$ cat src/rtl/cpu_pkg.sv
// Shared opcodes, condition codes, FSM states and status codes for the CPU writeback/hazard block.
package cpu_pkg;

   localparam logic [4:0] OPC_NOP   = 5'h00;
   localparam logic [4:0] OPC_LOAD  = 5'h01;
   localparam logic [4:0] OPC_STORE = 5'h02;
   localparam logic [4:0] OPC_ADD   = 5'h04;
   localparam logic [4:0] OPC_HALT  = 5'h1F;

   localparam logic [2:0] COND_NEVER   = 3'd0;
   localparam logic [2:0] COND_ALWAYS  = 3'd1;
   localparam logic [2:0] COND_ZERO    = 3'd2;
   localparam logic [2:0] COND_NOTZERO = 3'd3;
   localparam logic [2:0] COND_GE      = 3'd4;
   localparam logic [2:0] COND_LT      = 3'd5;

   localparam logic [7:0] STAT_RUN   = 8'h01;
   localparam logic [7:0] STAT_RESET = 8'h02;
   localparam logic [7:0] STAT_FLUSH = 8'h03;
   localparam logic [7:0] STAT_HALT  = 8'h04;

   typedef enum logic [1:0] {
      ST_RESET = 2'd0,
      ST_RUN   = 2'd1,
      ST_FLUSH = 2'd2,
      ST_HALT  = 2'd3
   } cpu_state_e;

   function automatic logic cond_true(input logic [2:0] cond, input logic zero, input logic ge);
      logic r;
      case (cond)
         COND_NEVER:   r = 1'b0;
         COND_ALWAYS:  r = 1'b1;
         COND_ZERO:    r = zero;
         COND_NOTZERO: r = ~zero;
         COND_GE:      r = ge;
         COND_LT:      r = ~ge;
         default:      r = 1'b0;
      endcase
      return r;
   endfunction

   function automatic logic [7:0] status_of(input cpu_state_e st);
      logic [7:0] s;
      case (st)
         ST_RESET: s = STAT_RESET;
         ST_RUN:   s = STAT_RUN;
         ST_FLUSH: s = STAT_FLUSH;
         ST_HALT:  s = STAT_HALT;
         default:  s = STAT_RESET;
      endcase
      return s;
   endfunction

endpackage

$ cat src/rtl/cpu_regfile.sv
// General-purpose register file: NREGS-2 registers, one write port, two write-through read ports.
module cpu_regfile #(
   parameter int DATA_W = 32,
   parameter int NREGS  = 16,
   parameter int RW     = $clog2(NREGS)
) (
   input  logic              clk,
   input  logic              rst,
   input  logic              we,
   input  logic [RW-1:0]     waddr,
   input  logic [DATA_W-1:0] wdata,
   input  logic [RW-1:0]     ra,
   input  logic [RW-1:0]     rb,
   output logic [DATA_W-1:0] rdata_a,
   output logic [DATA_W-1:0] rdata_b
);
   localparam int NGEN = NREGS - 2;

   logic [DATA_W-1:0] regs_q [NGEN];
   logic [DATA_W-1:0] regs_d [NGEN];

   // Next register contents from the single write port
   always_comb begin
      for (int k = 0; k < NGEN; k++) begin
         regs_d[k] = (we && (waddr == RW'(k))) ? wdata : regs_q[k];
      end
   end

   // Register storage
   always_ff @(posedge clk) begin
      if (rst) begin
         for (int k = 0; k < NGEN; k++) begin
            regs_q[k] <= '0;
         end
      end else begin
         regs_q <= regs_d;
      end
   end

   // Reads see the value being written this cycle; out-of-range indices read zero
   always_comb begin
      rdata_a = '0;
      rdata_b = '0;
      for (int k = 0; k < NGEN; k++) begin
         rdata_a = (ra == RW'(k)) ? regs_q[k] : rdata_a;
         rdata_b = (rb == RW'(k)) ? regs_q[k] : rdata_b;
      end
      rdata_a = (we && (ra == waddr)) ? wdata : rdata_a;
      rdata_b = (we && (rb == waddr)) ? wdata : rdata_b;
   end

endmodule

$ cat src/rtl/wb_hazard_ctrl.sv
// Writeback, register-file and hazard controller sitting after Execute.
// Define WB_FWD_EN to forward non-LOAD hazards instead of stalling.
module wb_hazard_ctrl
   import cpu_pkg::*;
#(
   parameter int DATA_W       = 32,
   parameter int PC_W         = 12,
   parameter int NREGS        = 16,
   parameter int FLUSH_CYCLES = 1
) (
   input  logic                     clk,
   input  logic                     rst,
   input  logic                     wb_valid,
   input  logic [4:0]               wb_opc,
   input  logic [$clog2(NREGS)-1:0] wb_rc,
   input  logic [2:0]               wb_cond,
   input  logic                     wb_cmp,
   input  logic [DATA_W-1:0]        wb_alu_result,
   input  logic [7:0]               wb_alu_status,
   input  logic [DATA_W-1:0]        mem_rdata,
   input  logic                     ex_valid,
   input  logic                     ex_imb,
   input  logic [$clog2(NREGS)-1:0] ex_ra,
   input  logic [$clog2(NREGS)-1:0] ex_rb,
   input  logic [$clog2(NREGS)-1:0] dec_ra,
   input  logic [$clog2(NREGS)-1:0] dec_rb,
   output logic [DATA_W-1:0]        dec_a,
   output logic [DATA_W-1:0]        dec_b,
   output logic [PC_W-1:0]          pc,
   output logic                     stall,
   output logic                     flush,
   output logic [1:0]               fwd_sel,
   output logic [DATA_W-1:0]        fwd_data,
   output logic [7:0]               flags,
   output logic [7:0]               cpu_status
);
   localparam int RW = $clog2(NREGS);
   localparam logic [RW-1:0] PC_IDX  = RW'(NREGS - 2);
   localparam logic [RW-1:0] OVF_IDX = RW'(NREGS - 1);
   localparam int CNT_W = (FLUSH_CYCLES > 1) ? $clog2(FLUSH_CYCLES) : 1;

   cpu_state_e        state_q, state_d;
   logic [PC_W-1:0]   pc_q, pc_d;
   logic [DATA_W-1:0] ovf_q, ovf_d;
   logic [7:0]        flags_q, flags_d;
   logic              stall_q, stall_d;
   logic              flush_q, flush_d;
   logic [1:0]        fwd_sel_q, fwd_sel_d;
   logic [DATA_W-1:0] fwd_data_q, fwd_data_d;
   logic [7:0]        status_q, status_d;
   logic [CNT_W-1:0]  cnt_q, cnt_d;

   logic              is_load, commit, pc_write, ovf_write, gpr_write;
   logic              hit_a, hit_b, hazard;
   logic [DATA_W-1:0] wb_value, rf_a, rf_b;

   // Commit decision and hazard detection for the instruction in writeback
   always_comb begin
      is_load   = (wb_opc == OPC_LOAD);
      wb_value  = is_load ? mem_rdata : wb_alu_result;
      commit    = (state_q == ST_RUN) && wb_valid && (wb_opc != OPC_NOP) &&
                  (wb_opc != OPC_STORE) && (wb_opc != OPC_HALT) &&
                  (is_load || cond_true(wb_cond, flags_q[0], flags_q[2]));
      pc_write  = commit && (wb_rc == PC_IDX);
      ovf_write = commit && (wb_rc == OVF_IDX);
      gpr_write = commit && !pc_write && !ovf_write;
      hit_a     = ex_valid && (ex_ra == wb_rc);
      hit_b     = ex_valid && !ex_imb && (ex_rb == wb_rc);
      hazard    = commit && !pc_write && (hit_a || hit_b);
   end

   cpu_regfile #(
      .DATA_W (DATA_W),
      .NREGS  (NREGS),
      .RW     (RW)
   ) u_regfile (
      .clk     (clk),
      .rst     (rst),
      .we      (gpr_write),
      .waddr   (wb_rc),
      .wdata   (wb_value),
      .ra      (dec_ra),
      .rb      (dec_rb),
      .rdata_a (rf_a),
      .rdata_b (rf_b)
   );

   // Decode read mux: PC and overflow live outside the general register file
   always_comb begin
      if (dec_ra == PC_IDX) begin
         dec_a = DATA_W'(pc_q);
      end else if (dec_ra == OVF_IDX) begin
         dec_a = ovf_write ? wb_value : ovf_q;
      end else begin
         dec_a = rf_a;
      end
      if (dec_rb == PC_IDX) begin
         dec_b = DATA_W'(pc_q);
      end else if (dec_rb == OVF_IDX) begin
         dec_b = ovf_write ? wb_value : ovf_q;
      end else begin
         dec_b = rf_b;
      end
   end

   // Next-state and registered-output logic of the RUN/FLUSH/HALT controller
   always_comb begin
      state_d    = state_q;
      pc_d       = pc_q;
      ovf_d      = ovf_q;
      flags_d    = flags_q;
      cnt_d      = cnt_q;
      stall_d    = 1'b0;
      fwd_sel_d  = 2'b00;
      fwd_data_d = '0;
      case (state_q)
         ST_RESET: state_d = ST_RUN;
         ST_RUN: begin
            flags_d = (wb_valid && wb_cmp) ? wb_alu_status : flags_q;
            ovf_d   = ovf_write ? wb_value : ovf_q;
            if (pc_write) begin
               pc_d = wb_value[PC_W-1:0];
            end else if (stall_q) begin
               pc_d = pc_q;
            end else begin
               pc_d = pc_q + 1'b1;
            end
            if (pc_write) begin
               state_d = ST_FLUSH;
               cnt_d   = CNT_W'(FLUSH_CYCLES - 1);
            end else if (wb_valid && (wb_opc == OPC_HALT)) begin
               state_d = ST_HALT;
            end else begin
               state_d = ST_RUN;
            end
            if (hazard) begin
               fwd_sel_d  = hit_a ? 2'b01 : 2'b10;
               fwd_data_d = wb_value;
`ifdef WB_FWD_EN
               stall_d    = is_load;
`else
               stall_d    = 1'b1;
`endif
            end else begin
               fwd_sel_d  = 2'b00;
               fwd_data_d = '0;
            end
         end
         ST_FLUSH: begin
            if (cnt_q == '0) begin
               state_d = ST_RUN;
            end else begin
               cnt_d = cnt_q - 1'b1;
            end
         end
         ST_HALT: state_d = ST_HALT;
         default: state_d = ST_RESET;
      endcase
      flush_d  = (state_d == ST_FLUSH) || (state_d == ST_RESET);
      status_d = status_of(state_d);
   end

   // State and output registers
   always_ff @(posedge clk) begin
      if (rst) begin
         state_q    <= ST_RESET;
         pc_q       <= '0;
         ovf_q      <= '0;
         flags_q    <= 8'h00;
         cnt_q      <= '0;
         stall_q    <= 1'b0;
         flush_q    <= 1'b1;
         fwd_sel_q  <= 2'b00;
         fwd_data_q <= '0;
         status_q   <= STAT_RESET;
      end else begin
         state_q    <= state_d;
         pc_q       <= pc_d;
         ovf_q      <= ovf_d;
         flags_q    <= flags_d;
         cnt_q      <= cnt_d;
         stall_q    <= stall_d;
         flush_q    <= flush_d;
         fwd_sel_q  <= fwd_sel_d;
         fwd_data_q <= fwd_data_d;
         status_q   <= status_d;
      end
   end

   assign pc         = pc_q;
   assign stall      = stall_q;
   assign flush      = flush_q;
   assign fwd_sel    = fwd_sel_q;
   assign fwd_data   = fwd_data_q;
   assign flags      = flags_q;
   assign cpu_status = status_q;

endmodule

$ cat config.mk
export PLATFORM = sky130hd
export DESIGN_NAME = wb_hazard_ctrl
export DESIGN_NICKNAME = d
export VERILOG_FILES = /design/src/rtl/cpu_pkg.sv /design/src/rtl/cpu_regfile.sv /design/src/rtl/wb_hazard_ctrl.sv
export SDC_FILE = /design/constraint.sdc
export NUM_CORES = 1
export LEC_CHECK = 0
export ABC_AREA = 1
export BUFFER_PORTS_ARGS = -buffer_cell sky130_fd_sc_hd__buf_2
export CORE_MARGIN = 2
export CORE_UTILIZATION = 25
export DETAILED_ROUTE_END_ITERATION = 7
export PLACE_DENSITY_LB_ADDON = 0.08
export SLEW_MARGIN = 20
export SYNTH_ARGS = -nofsm -noshare
export SYNTH_HDL_FRONTEND = slang
export SYNTH_HIERARCHICAL = 1
export SYNTH_SLANG_ARGS = --single-unit
$ cat constraint.sdc
create_clock -name clk -period 4.5 [get_ports clk]
set_input_delay 1.125 -clock clk [delete_from_list [all_inputs] [get_ports clk]]
set_output_delay 1.125 -clock clk [all_outputs]
set_load 0.005 [all_outputs]
==> insert_results.sql <==
INSERT INTO impl_metrics (metric_group, metric, value, unit) VALUES
('status', 'status', 'complete, no violations', ''),
('route', 'routed-via-count', '31600', ''),
('critical_path', 'worst_setup_path_startpoint', 'dec_rb[1]', ''),
('final_layout', 'synthToLayoutAreaGrowth', '26.9', '%'),
('timing', 'tns', '0', 'ns'),
('timing', 'whs', '0.475', 'ns'),
('power_and_ir_drop', 'cellInternalPower', '8.36', 'mW'),
('logic_synthesis', 'synth.top_cell.area_share', '37.0', '%'),
('power_and_ir_drop', 'p_clk_share', '47.6', '%'),
('clocking', 'clock_slew_at_the_register_clock_pins_of_the_worst_setup_and_hold_paths', '0.05', 'ns'),
('grt', 'grtUsageTotal', '20.6', '%'),
('timing', 'setup_viol_count_final', '0', ''),
('logic_synthesis', 'ys_async_sr_fraction', '0', '%'),
('placed_design', 'detailedPlacementHpwl', '88.9', 'mm'),
('clocking', 'clockBufferDepth', '3', ''),
('critical_path', 'critical_path.cell_chain', 'buf_2 > inv_2 > buf_6 > nand2_4 > buf_6 > nor2_4 > buf_12 > clkbuf_16 > nand2_2 > nand2_2 > nand4_1 > nor2_2 > nand4_1 > nand2_1 > nand2_1 > nand2_1 > nand2_1 > buf_6', ''),
('final_layout', 'post-route-util', '32.0', '%'),
('timing', 'unrepaired_setup_endpoints_after_global_routing', 'yes', ''),
('route', 'initialDrtViolationCount', '2403', ''),
('route', 'drt_drc_violations_left', '0', ''),
('route', 'wl_per_cell', '19.6', 'um'),
('critical_path', 'arrival', '3.35', 'ns'),
('floorplanning', 'die_area', '120000', 'sq um'),
('critical_path', 'criticalPathCategory', 'primary input to output pin', ''),
('logic_synthesis', 'synth_common_cells', '1795 x sky130_fd_sc_hd__nand2_1, 541 x sky130_fd_sc_hd__dfxtp_1, 524 x sky130_fd_sc_hd__nor2_1', ''),
('timing', 'final_min_period_over_clock_period', '99.5', '%'),
('logic_synthesis', 'yosys.cell_types.count', '31', ''),
('floorplanning', 'die_w', '346', 'um'),
('logic_synthesis', 'ys_seq_area_share', '37.0', '%'),
('critical_path', 'critical-path-top-cell-by-count', 'sky130_fd_sc_hd__nand2_1', ''),
('logic_synthesis', 'synth_area_leaders', 'sky130_fd_sc_hd__dfxtp_1 37%, sky130_fd_sc_hd__nand2_1 23%, sky130_fd_sc_hd__a21oi_1 7.8%, sky130_fd_sc_hd__nor2_1 6.7%, sky130_fd_sc_hd__inv_1 4.8%', ''),
('floorplanning', 'fp.dieH', '346', 'um'),
('logic_synthesis', 'yosys_most_used_dff', 'sky130_fd_sc_hd__dfxtp_1', ''),
('power_and_ir_drop', 'netSwitchingPower', '3.15', 'mW'),
('logic_synthesis', 'cell_area_after_technology_mapping', '29200', 'sq um'),
('clocking', 'cts_tree', 'done', ''),
('timing', 'fmax', '223', 'MHz'),
('final_layout', 'num-fill-cells', '12800', ''),
('power_and_ir_drop', 'power.static_leakage', '14.8', 'nW'),
('run', 'maxcap_viol_count', '0', ''),
('logic_synthesis', 'synthMostInstantiatedCell', 'sky130_fd_sc_hd__nand2_1', ''),
('route', 'detailedRoute.firstPassIterationCount', '5', ''),
('critical_path', 'timing.rr.start', 'state_q[0]', ''),
('route', 'vias_per_cell', '4.79', ''),
('clocking', 'clock_latency_late_sink', '0.62', 'ns'),
('grt', 'overflow_left_after_global_routing', '0', ''),
('clocking', 'cts.htree.levels', '3', ''),
('logic_synthesis', 'synthesized_instance_count', '4808', ''),
('critical_path', 'regToRegEndpoint', 'u_regfile/regs_q[425]', ''),
('critical_path', 'slowest_stage', 'sky130_fd_sc_hd__nor2_4', ''),
('critical_path', 'critPathCaptureType', 'output pin', ''),
('clocking', 'cts-root-buf', 'sky130_fd_sc_hd__clkbuf_16', ''),
('timing', 'timing_worst_slew_pin_value', '1.00', 'ns'),
('critical_path', 'worstRegToRegCells', '13', ''),
('final_layout', 'finalNetCount', '5139', ''),
('placed_design', 'placement.io_buffers', '228', ''),
('logic_synthesis', 'synth-edff-count', '0', ''),
('critical_path', 'cp_data_required_time', '3.38', 'ns'),
('timing', 'finalWorstPathRequiredPeriod', '4.48', 'ns'),
('critical_path', 'worst_setup_path_endpoint', 'dec_b[25]', ''),
('floorplanning', 'row_count', '125', ''),
('hold_path', 'type_of_the_worst_min_delay_path', 'register to register', ''),
('logic_synthesis', 'synthesis.area_per_instance', '6.08', 'sq um'),
('grt', 'number_of_global_route_vias_before_repair', '29500', ''),
('power_and_ir_drop', 'sw_frac_of_total', '27.3', '%'),
('critical_path', 'cp_slowest_stage_delay', '0.23', 'ns'),
('grt', 'largest_net_degree_at_the_start_of_global_routing', '128', ''),
('logic_synthesis', 'ys_ff_latch', '541', ''),
('timing', 'final_hold_viol_count', '0', ''),
('clocking', 'postCtsHoldBufs', '0', ''),
('timing', 'worst_slew_margin_rel', '33.2', '%');
## flip-flops by register name, summed over array words and instances, names as in the netlist
signal            cells
fwd_sel               2
fwd_data             32
flags                 8
u_regfile/regs_q    448
ovf_q                32
pc                   12
flush                 1
state_q               2
stall                 1
cpu_status            3
## cell usage in the layout, fill, tap and decap left out, drive strengths merged, types with 5 or more instances in the layout
cell | synthesis | final
a211oi | 126 | 126
conb | 1 | 5
o22ai | 5 | 5
nand4 | 221 | 221
nand2 | 1796 | 1796
nand3 | 205 | 205
buf | 65 | 498
or2 | 6 | 6
a21oi | 453 | 453
clkinv | 0 | 9
inv | 392 | 390
dfxtp | 541 | 541
o21ai | 116 | 116
xor2 | 7 | 7
nor3 | 7 | 7
nor2 | 561 | 561
clkbuf | 299 | 123
## worst min-delay path by stage
stage / from / endpoint / slack (ns) / cells after the start
3_3_place_gp: u_regfile/regs_q[10] / u_regfile/regs_q[10] / 0.46 / 2
4_1_cts: u_regfile/regs_q[8] / u_regfile/regs_q[8] / 0.47 / 2
3_5_place_dp: u_regfile/regs_q[10] / u_regfile/regs_q[10] / 0.46 / 2
5_1_grt: u_regfile/regs_q[249] / u_regfile/regs_q[249] / 0.49 / 2
2_1_floorplan: state_q[0] / cpu_status[2] / 0.44 / 2
6_report: state_q[0] / cpu_status[2] / 0.47 / 2
## repair_timing
action                                  in CTS  in global routing
setup buffers                               16                 24
pin swaps                                   38                110
endpoints found under the setup margin      64                 64
resized for setup                          127                174
gates cloned                                 6                 13
## logic make-up (layout without fill, tap and decap cells)
| kind of cell | count (synthesis) | in the layout | synth area share, % |
|---|---|---|---|
| other | 1 | 5 | 0.0128 |
| DFF | 541 | 541 | 37.0 |
| adders and majority gates | 2 | 2 | 0.0856 |
| buffers and inverters | 756 | 1024 | 10.1 |
| and+or+nand+nor | 2799 | 2799 | 39.4 |
| AOI/OAI and AO/OA | 702 | 702 | 13.1 |
| xor gates and xnor gates | 7 | 7 | 0.210 |
## layer usage
layer | GRT usage (%) | up-vias | routed length [um]
met5 | 0 | - | 0
met4 | 5.27 | 0 | 2830
met3 | 2.19 | 148 | 5000
met2 | 35.0 | 647 | 61900
met1 | 27.7 | 15100 | 59500
li1 | - | 15800 | -
## stage by stage
step / instance area, sq um / worst slack, ns / power, mW / std cells
after floorplan: 29200 / 0.0885 / 5.49 / 4812
after global placement: 33300 / -0.258 / 6.05 / 6423
after detailed placement: 33300 / -0.256 / 6.05 / 6423
after global routing: 37100 / -0.0847 / 12.0 / 6604
final: 37100 / 0.0231 / 11.5 / 6604
after CTS: 36000 / -0.0427 / 11.6 / 6567
## worst max-delay path: cells and delay by family
kind | cells | cell delay [ns]
simple gates | 11 | 1.25
buf+inv | 7 | 0.94
## cell type report
| type | instances | area [sq um] | area share (%) |
|---|---|---|---|
| Multi-Input combinational cell | 3515 | 16200 | 43.6 |
| Inverter | 392 | 1500 | 4.05 |
| Clock buffer | 111 | 2090 | 5.63 |
| Clock inverter | 11 | 60.1 | 0.162 |
| Timing Repair Buffer | 510 | 4530 | 12.2 |
| Sequential cell | 541 | 10800 | 29.2 |
| Tap cell | 1524 | 1910 | 5.14 |
## power by group through the flow
stage	Combinational [mW]	Sequential, mW	Clock, mW
2_1_floorplan	0.547	4.95	0
3_3_place_gp	1.10	4.95	0
3_5_place_dp	1.10	4.95	0
4_1_cts	1.13	4.84	5.65
5_1_grt	1.28	4.85	5.82
6_report	1.19	4.85	5.48
Power figures use the tool's default switching activity.
